<file path="src/rtl/fifo_frame_parser_16.sv">
// fifo_frame_parser_16
//
// Reads 16-bit words from a prefetch FIFO read port. It hunts for SYNC_WORD,
// reads a payload length, forwards the payload as a framed stream, and then
// compares a trailing additive checksum. The checksum result is reported with
// pulses and wrapping counters.
//
// Handshakes (both sides use valid/ready):
//   input  : a word is consumed on a rising edge when in_vld & in_rd.
//   output : a word is transferred on a rising edge when out_vld & out_rdy.
//            out_data/out_sop/out_eop are held stable while out_vld & ~out_rdy.
//
// Ports:
//   clk, rst             clock; synchronous active-high reset
//   in_data, in_vld      FIFO read data and its valid flag
//   in_rd                FIFO read enable (combinational, gated by rst)
//   out_data, out_vld    payload word and its valid flag
//   out_sop, out_eop     first/last payload word markers, qualified by out_vld
//   out_rdy              downstream ready
//   frame_ok             one-cycle pulse: checksum matched
//   csum_err             one-cycle pulse: checksum mismatched
//   len_err              one-cycle pulse: length was 0 or above MAX_LEN
//   frame_cnt, err_cnt   wrapping counts of good frames and error events
//   dbg_state            current parser state (HUNT=0, LEN=1, PAYLOAD=2, CSUM=3)

module fifo_frame_parser_16 #(
    parameter logic [15:0] SYNC_WORD = 16'hEB90,
    parameter int          MAX_LEN   = 1024,
    parameter int          LEN_W     = 11,
    parameter int          CNT_W     = 16
) (
    input  logic             clk,
    input  logic             rst,
    input  logic [15:0]      in_data,
    input  logic             in_vld,
    output logic             in_rd,
    output logic [15:0]      out_data,
    output logic             out_vld,
    output logic             out_sop,
    output logic             out_eop,
    input  logic             out_rdy,
    output logic             frame_ok,
    output logic             csum_err,
    output logic             len_err,
    output logic [CNT_W-1:0] frame_cnt,
    output logic [CNT_W-1:0] err_cnt,
    output logic [1:0]       dbg_state
);

    typedef enum logic [1:0] {
        S_HUNT    = 2'd0,
        S_LEN     = 2'd1,
        S_PAYLOAD = 2'd2,
        S_CSUM    = 2'd3
    } state_t;

    localparam logic [15:0] MAX_LEN_16 = 16'(MAX_LEN);

    state_t             r_state;
    state_t             w_next_state;
    logic [LEN_W-1:0]   r_remaining;
    logic [15:0]        r_sum;
    logic               r_first;
    logic [15:0]        r_out_data;
    logic               r_out_vld;
    logic               r_out_sop;
    logic               r_out_eop;
    logic               r_frame_ok;
    logic               r_csum_err;
    logic               r_len_err;
    logic [CNT_W-1:0]   r_frame_cnt;
    logic [CNT_W-1:0]   r_err_cnt;

    logic               w_rd;
    logic               w_take;
    logic               w_len_ok;
    logic               w_load;

    assign w_take   = in_vld & w_rd;
    assign w_len_ok = (in_data != 16'd0) && (in_data <= MAX_LEN_16);
    assign w_load   = (r_state == S_PAYLOAD) & w_take;

    // Next state and read enable. in_rd never depends on in_vld, so the FIFO
    // sees no combinational loop through this block.
    always_comb begin
        w_next_state = r_state;
        w_rd         = 1'b1;
        case (r_state)
            S_HUNT: begin
                if (w_take && (in_data == SYNC_WORD)) w_next_state = S_LEN;
            end
            S_LEN: begin
                if (w_take) w_next_state = w_len_ok ? S_PAYLOAD : S_HUNT;
            end
            S_PAYLOAD: begin
                // Only pull a payload word when the output register is free
                // or is being emptied on this same edge.
                w_rd = ~r_out_vld | out_rdy;
                if (w_take && (r_remaining == LEN_W'(1))) w_next_state = S_CSUM;
            end
            S_CSUM: begin
                if (w_take) w_next_state = S_HUNT;
            end
            default: w_next_state = S_HUNT;
        endcase
        if (rst) w_rd = 1'b0;
    end

    always_ff @(posedge clk) begin
        if (rst) begin
            r_state     <= S_HUNT;
            r_remaining <= '0;
            r_sum       <= 16'd0;
            r_first     <= 1'b0;
            r_out_data  <= 16'd0;
            r_out_vld   <= 1'b0;
            r_out_sop   <= 1'b0;
            r_out_eop   <= 1'b0;
            r_frame_ok  <= 1'b0;
            r_csum_err  <= 1'b0;
            r_len_err   <= 1'b0;
            r_frame_cnt <= '0;
            r_err_cnt   <= '0;
        end else begin
            r_state    <= w_next_state;
            r_frame_ok <= 1'b0;
            r_csum_err <= 1'b0;
            r_len_err  <= 1'b0;

            case (r_state)
                S_LEN: begin
                    if (w_take) begin
                        if (w_len_ok) begin
                            r_remaining <= in_data[LEN_W-1:0];
                            r_sum       <= 16'd0;
                            r_first     <= 1'b1;
                        end else begin
                            r_len_err <= 1'b1;
                            r_err_cnt <= r_err_cnt + CNT_W'(1);
                        end
                    end
                end
                S_PAYLOAD: begin
                    if (w_take) begin
                        r_sum       <= r_sum + in_data;
                        r_remaining <= r_remaining - LEN_W'(1);
                        r_first     <= 1'b0;
                    end
                end
                S_CSUM: begin
                    if (w_take) begin
                        if (in_data == r_sum) begin
                            r_frame_ok  <= 1'b1;
                            r_frame_cnt <= r_frame_cnt + CNT_W'(1);
                        end else begin
                            r_csum_err <= 1'b1;
                            r_err_cnt  <= r_err_cnt + CNT_W'(1);
                        end
                    end
                end
                default: ;
            endcase

            // Single output register: a load wins over a drain, so a transfer
            // and a load on the same edge leave out_vld set with the new word.
            if (w_load) begin
                r_out_vld  <= 1'b1;
                r_out_data <= in_data;
                r_out_sop  <= r_first;
                r_out_eop  <= (r_remaining == LEN_W'(1));
            end else if (r_out_vld && out_rdy) begin
                r_out_vld <= 1'b0;
                r_out_sop <= 1'b0;
                r_out_eop <= 1'b0;
            end
        end
    end

    assign in_rd     = w_rd;
    assign out_data  = r_out_data;
    assign out_vld   = r_out_vld;
    assign out_sop   = r_out_sop;
    assign out_eop   = r_out_eop;
    assign frame_ok  = r_frame_ok;
    assign csum_err  = r_csum_err;
    assign len_err   = r_len_err;
    assign frame_cnt = r_frame_cnt;
    assign err_cnt   = r_err_cnt;
    assign dbg_state = r_state;

endmodule

</file>
<file path="config.mk">
export PLATFORM = sky130hd
export DESIGN_NAME = fifo_frame_parser_16
export DESIGN_NICKNAME = d
export VERILOG_FILES = /design/src/rtl/fifo_frame_parser_16.sv
export SDC_FILE = /design/constraint.sdc
export NUM_CORES = 1
export LEC_CHECK = 0
export ABC_AREA = 1
export CORE_MARGIN = 4
export CORE_UTILIZATION = 59
export DETAILED_ROUTE_END_ITERATION = 16
export GPL_TIMING_DRIVEN = 0
export PLACE_DENSITY = 0.86
export SYNTH_ARGS = -nofsm -noshare
export SYNTH_HDL_FRONTEND = slang
export SYNTH_SLANG_ARGS = --single-unit
export TNS_END_PERCENT = 10
</file>
<file path="constraint.sdc">
create_clock -name clk -period 3.87 [get_ports clk]
set_input_delay 0.5805 -clock clk [delete_from_list [all_inputs] [get_ports clk]]
set_output_delay 0.5805 -clock clk [all_outputs]
set_load 0.1 [all_outputs]
</file>
==> results.md <==
* Status: completed
* Post-CTS Setup Inserts at 0
* Max Cap Viol at 0
* Crit. End Element: output pin
* Row cnt at 33
* Peak supply drop at approximately 0.16 mV
* Final worst-path cycle share at between 80% and 90%
* F_max at 310.8 MHz
* Slew @ Worst Pin at 1.019 ns
* Final WL at about 15000 um
* Die height at 101.9 um
* Number of global-route vias before repair at 5182
* Post-Syn Area per Cell at 6.285 um2
* Setup violations, final at 0
* Global-route wire length before repair at about 24000 um
* Synth Net Count at between 800 and 900
* CP max FO at 10
* Worst setup path class: primary input to output pin
* Yosys cell types at 35
* Crit path time final at roughly 3.2 ns
* Leakage at ~2.7 nW
* Clock-pin slew on the worst setup and hold paths at around 0.09 ns
* Number of flops mapped to enable cells by yosys at 0
* Cts repair resizes at 0
* Yosys warning count at 0
* Final slew viol count at 0
* Cts hold-fix bufs at 0
* Antenna Diode Count at 0
* Yosys reg bits at 84
* Req. time, crit path at 3.29 ns
* Starting DRC count in detailed routing at around 510
* Clock root cell: clkbuf_8
* Setup skew after layout at ~0.014 ns
* Fin. Hold Viols at 0
* Crit path arrival time at 2.64 ns
* Core area at ~8400 um2
* DRC violations left at 0
* Initial antenna violation count at 0
* Overall routing resource usage at between 20 and 30%
* Hold Crit Class: register to register
* Critical Path Start Type: primary input
* WL/cell at between 10 and 15 um
* Final #Nets at approximately 950
* Grt ovf at 0
* Largest net degree at the start of global routing at 16
* R2r startpoint: r_sum[2]
* Main synth FF type: dfxtp_1
* PortBufs at between 70 and 80
* Share of layout cells above drive strength 1 at 5.664%
* Later-pin clock latency in the skew report at between 0.3 and 0.4 ns
* CTS tree: yes
* Setup tns final at 0 ns
* Hold Startpoint: out_data[6]
* Hold EP: out_data[6]
* Routed vias/inst at ~5.6
* CTS max path bufs at 2
* Ys async rst share at 0%
* Seq/Total Area, Yosys at about a third
* TritonCTS Buffers at 9
* Unrepaired setup endpoints after global routing: false
* Initial core utilization at a little over 60%
* Routability Congestion at 0.9950
* Power per cell area at roughly 260 nW/um2
* Worst Reg-to-Reg Cells at 9
* Die area at between 10000 and 15000 um2
* Io pins at 77
* Final core utilization at about 75%
* Clock tree sinks at 84
* DR pass1 iterations at 5
* Cells after Synth at approximately 830
* Vias at 5757
* Worst r2r dst: frame_cnt[4]
* Layout area overhead at 21.02%
* Hold Path Stages at 2
* HPWL Detailed at between 10000 and 15000 um
* Slew HR at 31.88%
* Reg-to-reg slack, setup at ~1.7 ns
* Synth Cell Area at around 5200 um2
* Die W at approximately 100 um
* Antenna viol nets, final at 0
* CTS H-tree depth at 3
[cells by family after synthesis]
logic type / share of synthesized area, %
flip-flops: 32.35
adder cells (fa/ha/maj): 4.959
AND/OR/NAND/NOR: 39.34
buffers and inverters: 11.48
AO/OA/AOI/OAI: 10.52
XOR/XNOR: 1.348
[cell type report]
cell class	count	area, um2
Fill cell	686	2092
Sequential cell	84	1682
Clock buffer	10	137.6
Inverter	114	427.9
Tap cell	105	131.4
Buffer	28	168.9
Multi-Input combinational cell	601	2919
Clock inverter	6	72.57
Timing Repair Buffer	75	750.7
[layer usage]
layer | vias to the layer above | wire length, um | GRT usage, %
met5 | - | 0 | 0
met4 | 0 | 317 | 11.00
met3 | 34 | 1484 | 5.734
met2 | 283 | 6636 | 44.97
met1 | 2614 | 6475 | 39.05
li1 | 2826 | - | -
[sequential cells by signal (all words and copies together), names as in the netlist, named ones only]
name,cells
out_eop,1
out_sop,1
r_sum,16
out_vld,1
dbg_state,1
len_err,1
err_cnt,16
r_remaining,11
out_data,16
frame_cnt,16
r_first,1
csum_err,1
frame_ok,1
[power breakdown]
part	internal, W	switching (W)	total (W)
logic	0.0000388	0.0000751	0.000114
clock network	0.000323	0.000349	0.000671
registers	0.000863	0.00000000111	0.000863
[worst max-delay path by stage]
stage                      start     to  slack, ns
global placement             rst  in_rd       0.66
floorplan           dbg_state[0]  in_rd       1.31
detailed placement           rst  in_rd       0.66
CTS                          rst  in_rd       0.66
global route                 rst  in_rd       0.53
finish                       rst  in_rd       0.65
[cells in the mapped netlist, drive strengths merged, types with 2 or more instances]
library cell  instances  area share, %
nand3b                5           0.72
inv                 113            8.2
ha                   19            4.6
clkbuf                8           0.58
nand4                22            2.6
nor2                106            8.0
o211ai                4           0.58
o21ai                30            2.9
buf                  20            2.7
nor3                 14            1.3
nand2               228             17
xnor2                 6            1.0
xor2                  2           0.34
a21oi                69            6.6
and2                  3           0.36
nand3                87            9.1
dfxtp                84             32
[worst max-delay path, cell delays in order]
cell,delay [ns]
clkbuf_1,0.21
inv_2,0.18
clkbuf_1,0.37
nand2_1,0.10
inv_1,0.07
clkdlybuf4s50_1,1.12
[layout by cell type, fill, tap and decap left out, drive strengths merged, types with 3 or more instances in the layout]
| cell | synthesis | layout |
|---|---|---|
| a21oi | 69 | 69 |
| and2 | 3 | 3 |
| buf | 20 | 20 |
| clkbuf | 8 | 18 |
| clkdlybuf4s50 | 0 | 75 |
| clkinv | 1 | 5 |
| dfxtp | 84 | 84 |
| ha | 19 | 19 |
| inv | 113 | 114 |
| nand2 | 228 | 228 |
| nand3 | 87 | 87 |
| nand3b | 5 | 5 |
| nand4 | 22 | 22 |
| nor2 | 106 | 106 |
| nor3 | 14 | 14 |
| o211ai | 4 | 4 |
| o21ai | 30 | 30 |
| xnor2 | 6 | 6 |
[stage by stage]
stage | cell area, um2 | setup slack [ns] | std cells | total power, W | hold slack [ns]
2_1_floorplan | 5197 | 1.307 | 827 | 0.0009445 | 0.4435
3_3_place_gp | 6080 | 0.6591 | 1007 | 0.0009920 | 0.4533
3_5_place_dp | 6080 | 0.6592 | 1007 | 0.0009938 | 0.4578
4_1_cts | 6290 | 0.6559 | 1023 | 0.001646 | 0.4708
5_1_grt | 6290 | 0.5290 | 1023 | 0.001704 | 0.4956
6_report | 6290 | 0.6528 | 1023 | 0.001649 | 0.4737
(Power assumes the default switching activity.)
